--- src/rtl/hello_pkg.sv ---
// Shared types and message ROM for the HELLO scroll sequencer.
package hello_pkg;

    typedef enum logic [3:0] {
        H     = 4'h0,
        E     = 4'h1,
        L     = 4'h2,
        O     = 4'h3,
        BLANK = 4'hF
    } char_t;

    typedef enum logic [1:0] {
        IDLE  = 2'd0,
        CLEAR = 2'd1,
        RUN   = 2'd2,
        PAUSE = 2'd3
    } ctrl_state_t;

    localparam int MSG_ROM_LEN = 8;

    localparam char_t MSG [MSG_ROM_LEN] = '{H, E, L, L, O, BLANK, BLANK, BLANK};

endpackage

--- src/rtl/scroll_prescaler.sv ---
// Free-running divider for the scroll rate; the count holds while run is low.
module scroll_prescaler #(
    parameter int TICK_DIV = 25000000
) (
    input  logic clk,
    input  logic reset,
    input  logic run,
    input  logic clr,
    output logic tick
);

    localparam int W = $clog2(TICK_DIV);
    localparam logic [W-1:0] LAST = W'(TICK_DIV - 1);

    logic [W-1:0] cnt;

    // NOTE: sequential state uses non-blocking assignments so every register
    // samples the pre-edge values, independent of statement order.
    always_ff @(posedge clk or negedge reset) begin
        if (!reset) begin
            cnt <= '0;
        end else if (clr) begin
            cnt <= '0;
        end else if (run) begin
            cnt <= (cnt == LAST) ? '0 : cnt + 1'b1;
        end
    end

    assign tick = run && (cnt == LAST);

endmodule

--- src/rtl/hello_scroll_ctrl.sv ---
// Clears the display chain with blanks, then shifts the message in at the prescaled rate.
module hello_scroll_ctrl
    import hello_pkg::*;
#(
    parameter int NUM_DIGITS = 6,
    parameter int TICK_DIV   = 25000000,
    parameter int MSG_LEN    = 8
) (
    input  logic       clk,
    input  logic       reset,
    input  logic       start,
    input  logic       stop,
    input  logic       abort,
    output logic       shift_en,
    output logic [3:0] shift_in,
    output logic       busy,
    output logic [1:0] state_o
);

    localparam int CW = $clog2(NUM_DIGITS + 1);
    localparam int IW = $clog2(MSG_LEN);
    localparam logic [CW-1:0] CLR_LAST = CW'(NUM_DIGITS);
    localparam logic [IW-1:0] IDX_LAST = IW'(MSG_LEN - 1);

    ctrl_state_t   state;
    logic [CW-1:0] clr_cnt;
    logic [IW-1:0] char_idx;
    logic          tick;
    logic          pre_run;
    logic          pre_clr;

    // The prescaler only advances in RUN cycles that are not being stopped or aborted.
    assign pre_run = (state == RUN) && !stop && !abort;
    assign pre_clr = abort || (state == IDLE) || (state == CLEAR);

    scroll_prescaler #(
        .TICK_DIV (TICK_DIV)
    ) u_prescaler (
        .clk   (clk),
        .reset (reset),
        .run   (pre_run),
        .clr   (pre_clr),
        .tick  (tick)
    );

    assign state_o = state;

    always_ff @(posedge clk or negedge reset) begin
        if (!reset) begin
            state    <= IDLE;
            busy     <= 1'b0;
            shift_en <= 1'b0;
            shift_in <= BLANK;
            clr_cnt  <= '0;
            char_idx <= '0;
        end else if (abort) begin
            state    <= IDLE;
            busy     <= 1'b0;
            shift_en <= 1'b0;
            shift_in <= BLANK;
            clr_cnt  <= '0;
            char_idx <= '0;
        end else begin
            shift_en <= 1'b0;
            shift_in <= BLANK;
            case (state)
                IDLE: begin
                    if (start) begin
                        state    <= CLEAR;
                        busy     <= 1'b1;
                        shift_en <= 1'b1;
                        clr_cnt  <= CW'(1);
                    end
                end
                CLEAR: begin
                    // clr_cnt counts blanks already issued; the last one hands over to RUN.
                    if (clr_cnt == CLR_LAST) begin
                        state    <= RUN;
                        clr_cnt  <= '0;
                        char_idx <= '0;
                    end else begin
                        shift_en <= 1'b1;
                        clr_cnt  <= clr_cnt + 1'b1;
                    end
                end
                RUN: begin
                    if (stop) begin
                        state <= PAUSE;
                    end else if (tick) begin
                        shift_en <= 1'b1;
                        shift_in <= MSG[char_idx];
                        char_idx <= (char_idx == IDX_LAST) ? '0 : char_idx + 1'b1;
                    end
                end
                PAUSE: begin
                    if (start && !stop) begin
                        state <= RUN;
                    end
                end
                default: begin
                    state <= IDLE;
                    busy  <= 1'b0;
                end
            endcase
        end
    end

endmodule

--- config.mk ---
export PLATFORM = sky130hd
export DESIGN_NAME = hello_scroll_ctrl
export DESIGN_NICKNAME = d
export VERILOG_FILES = /design/src/rtl/hello_pkg.sv /design/src/rtl/scroll_prescaler.sv /design/src/rtl/hello_scroll_ctrl.sv
export SDC_FILE = /design/constraint.sdc
export NUM_CORES = 1
export LEC_CHECK = 0
export CORE_MARGIN = 10
export CORE_UTILIZATION = 55
export CTS_CLUSTER_DIAMETER = 80
export DETAILED_ROUTE_END_ITERATION = 8
export HOLD_SLACK_MARGIN = 0.15
export PLACE_DENSITY_LB_ADDON = 0.15
export SYNTH_ARGS = -nofsm -noshare
export SYNTH_HDL_FRONTEND = slang
export SYNTH_HIERARCHICAL = 1
export SYNTH_SLANG_ARGS = --single-unit
--- constraint.sdc ---
create_clock -name clk -period 3.15 [get_ports clk]
set_input_delay 0.63 -clock clk [delete_from_list [all_inputs] [get_ports clk]]
set_output_delay 0.63 -clock clk [all_outputs]
set_load 0.005 [all_outputs]
==> impl_metrics.csv <==
group,metric,value,unit
floorplanning,num_io_pins,13,
route,detail-route-antenna-nets,0,
placed_design,pre_cts_ws,0.387,ns
synth,syn_inst,238,
clock_tree,clockBufferDepth,2,
grt,overflow,0,
synth,ys_async_sr_fraction,100,%
synth,synth_top_cell_by_area,"dfrtp_1",
timing,finalHoldViolCount,0,
floorplanning,rows,23,
clock_tree,cts_tree,"yes",
route,first_iter_violations,141,
layout,areaGrowthSynthToFinish,10.1,%
synth,syn_area,0.00222,mm²
grt,antenna_found_initial,0,
route,drt-wirelength-per-cell,15.8,µm
outcome,status,"finished clean",
setup_path,critPathKind,"primary input to flop",
route,drc,0,
floorplanning,die_area,0.00698,mm²
synth,synth_nets,248,
timing,min_period_over_period,78.7,%
power,ir_drop,0.237,mV
setup_path,rr_worst_depth,6,
placed_design,gp_congestion,0.807,
synth,yosys.area.top_type_share,39.4,%
setup_path,start_kind,"primary input",
floorplanning,design.core.area,0.00394,mm²
placed_design,io_buffers,12,
clock_tree,clockRootBuffer,"clkbuf_8",
grt,grt.total_usage,14.3,%
floorplanning,start_util,56.3,%
layout,antenna_cells,0,
timing,slew_violations,0,
timing,rsz0062_at_grt,"false",
worst_hold_path,hold_path.class,"primary input to async pin",
layout,final_nets,261,
power,p_leak,0.919,nW
grt,grt_pass1_vias,1783,
clock_tree,postCtsSetupRepairBufs,0,
setup_path,crit_fanout,2,
route,routed_via_density,6.08,
timing,fin_crit,2.48,ns
clock_tree,clock_tree.htree_level_count,2,
job,cap_violations,0,
route,vias,1835,
grt,grt_max_degree,39,
grt,grt_pass1_wl,8.58,mm
clock_tree,cts_num_sinks,38,
clock_tree,cts_buffers,5,
synth,synth-main-ff-cell,"dfrtp_1",
clock_tree,clk_pin_slew,0.07,ns
synth,synthTopCellsByArea,"dfrtp_1, nor2_1, a21oi_1",
floorplanning,fp.dieH,83.5,µm
timing,setup_ws,0.671,ns
floorplanning,die_w,83.5,µm
timing,fmax,403,MHz
synth,ys_ff_latch,38,
power,pwr_density_cell,363,mW/mm²
placed_design,dp_hpwl,3.34,mm
synth,syn_avg_cell_area,9.33,µm²
clock_tree,cts-resized-gates,0,
clock_tree,clock_latency,0.29,ns
timing,tns,0,ns
timing,setup_viol,0,
synth,ys_top_cells_by_count,"dfrtp_1, nor2_1, nand2_1",
synth,ys_types,56,
synth,ys_seq_area_share,43.0,%
setup_path,critPathArrivalTime,2.70,ns
setup_path,worstPathRequired,3.37,ns
synth,yosysMostFrequentCell,"dfrtp_1",
synth,ys_warn_count,6,
timing,worst_pin_slew,0.823,ns
timing,skew,0.00453,ns
clock_tree,hold_buffers,0,
synth,synth_edf_count,0,
route,routed_wirelength,4.76,mm
setup_path,end_kind,"flop",
route,dr.pass1.iters,4,
timing,slew_headroom,45.2,%
layout,layout-drive-gt1-share,12.7,%
-- cell families (layout without fill, tap and decap cells) --
logic type | Yosys count | in the layout | synth area share [%]
adders and majority gates | 5 | 5 | 2.82
buffers and inverters | 18 | 32 | 4.73
muxes | 3 | 3 | 1.46
AOI/OAI and AO/OA | 44 | 44 | 13.0
and+or+nand+nor | 119 | 119 | 30.6
DFF | 38 | 38 | 43.0
xor gates and xnor gates | 11 | 11 | 4.34
-- worst max-delay path, stage by stage --
cell and delay [ns]:
clkdlybuf4s50_1 0.41, nand2b_1 0.16, nor3_1 0.22, clkinv_1 0.14
nor3_1 0.25, nand3_1 0.12, or4_2 0.61, a21oi_1 0.16
-- sequential cells by signal (all words and copies together) (netlist names) --
register / flops
clr_cnt: 3
u_prescaler/cnt: 25
shift_en: 1
char_idx: 3
state_o: 2
shift_in: 3
busy: 1
-- worst paths after layout --
path	startpoint	slack (ns)	endpoint
worst max-delay path	abort	0.67	u_prescaler/cnt[23]
worst min-delay path	reset	0.43	char_idx[2]
worst max register to register	u_prescaler/cnt[15]	0.74	char_idx[0]
worst min register to register	busy	0.52	busy
max in group asynchronous	reset	2.20	u_prescaler/cnt[9]
min in group clk	busy	0.52	busy
-- power breakdown --
part,switching (mW),internal (mW),total (mW)
clock network,0.168,0.177,0.345
registers,0.00689,0.493,0.500
logic,0.0224,0.0206,0.0429
total,0.198,0.690,0.888
-- layer usage --
metal | part of all wire (%) | track usage, % | up-vias
met5 | 0 | 0 | -
met4 | 1.8 | 6.09 | 0
met3 | 4.3 | 3.22 | 7
met2 | 48 | 23.3 | 50
met1 | 46 | 17.7 | 888
li1 | - | - | 890
-- area by class of cell --
class,count,area (µm²)
Fill cell,349,1500
Sequential cell,38,955
Multi-Input combinational cell,182,1160
Inverter,8,30.0
Clock buffer,7,86.3
Clock inverter,1,5.00
Timing Repair Buffer,16,145
Tap cell,50,62.6
-- per-stage QoR --
step,instance area (µm²),utilization (%),hold WS (ns),cells,power (mW)
2_1_floorplan,2220,-,0.334,238,0.529
4_1_cts,2440,62.0,0.476,302,0.895
3_3_place_gp,2350,59.7,0.480,294,0.552
6_report,2440,62.0,0.432,302,0.888
5_1_grt,2440,62.0,0.497,302,0.923
3_5_place_dp,2350,59.7,0.499,294,0.553
-- placed cells by master (no fill, tap or decap), drive strengths merged, types with 3 or more instances in the layout --
cell type       n
or3             5
clkbuf          7
nand4          12
a21oi          16
nor4            5
or4             6
nand3          13
dfstp           3
or2             3
nor3            7
xnor2           4
and3            4
nand2b          3
dfrtp          35
o211ai          5
buf             5
o21ai           7
nor2           34
xor2            7
inv             7
clkdlybuf4s50  11
ha              5
a22oi           4
nand2          17
No activity file was read; power rests on OpenSTA's default activity.
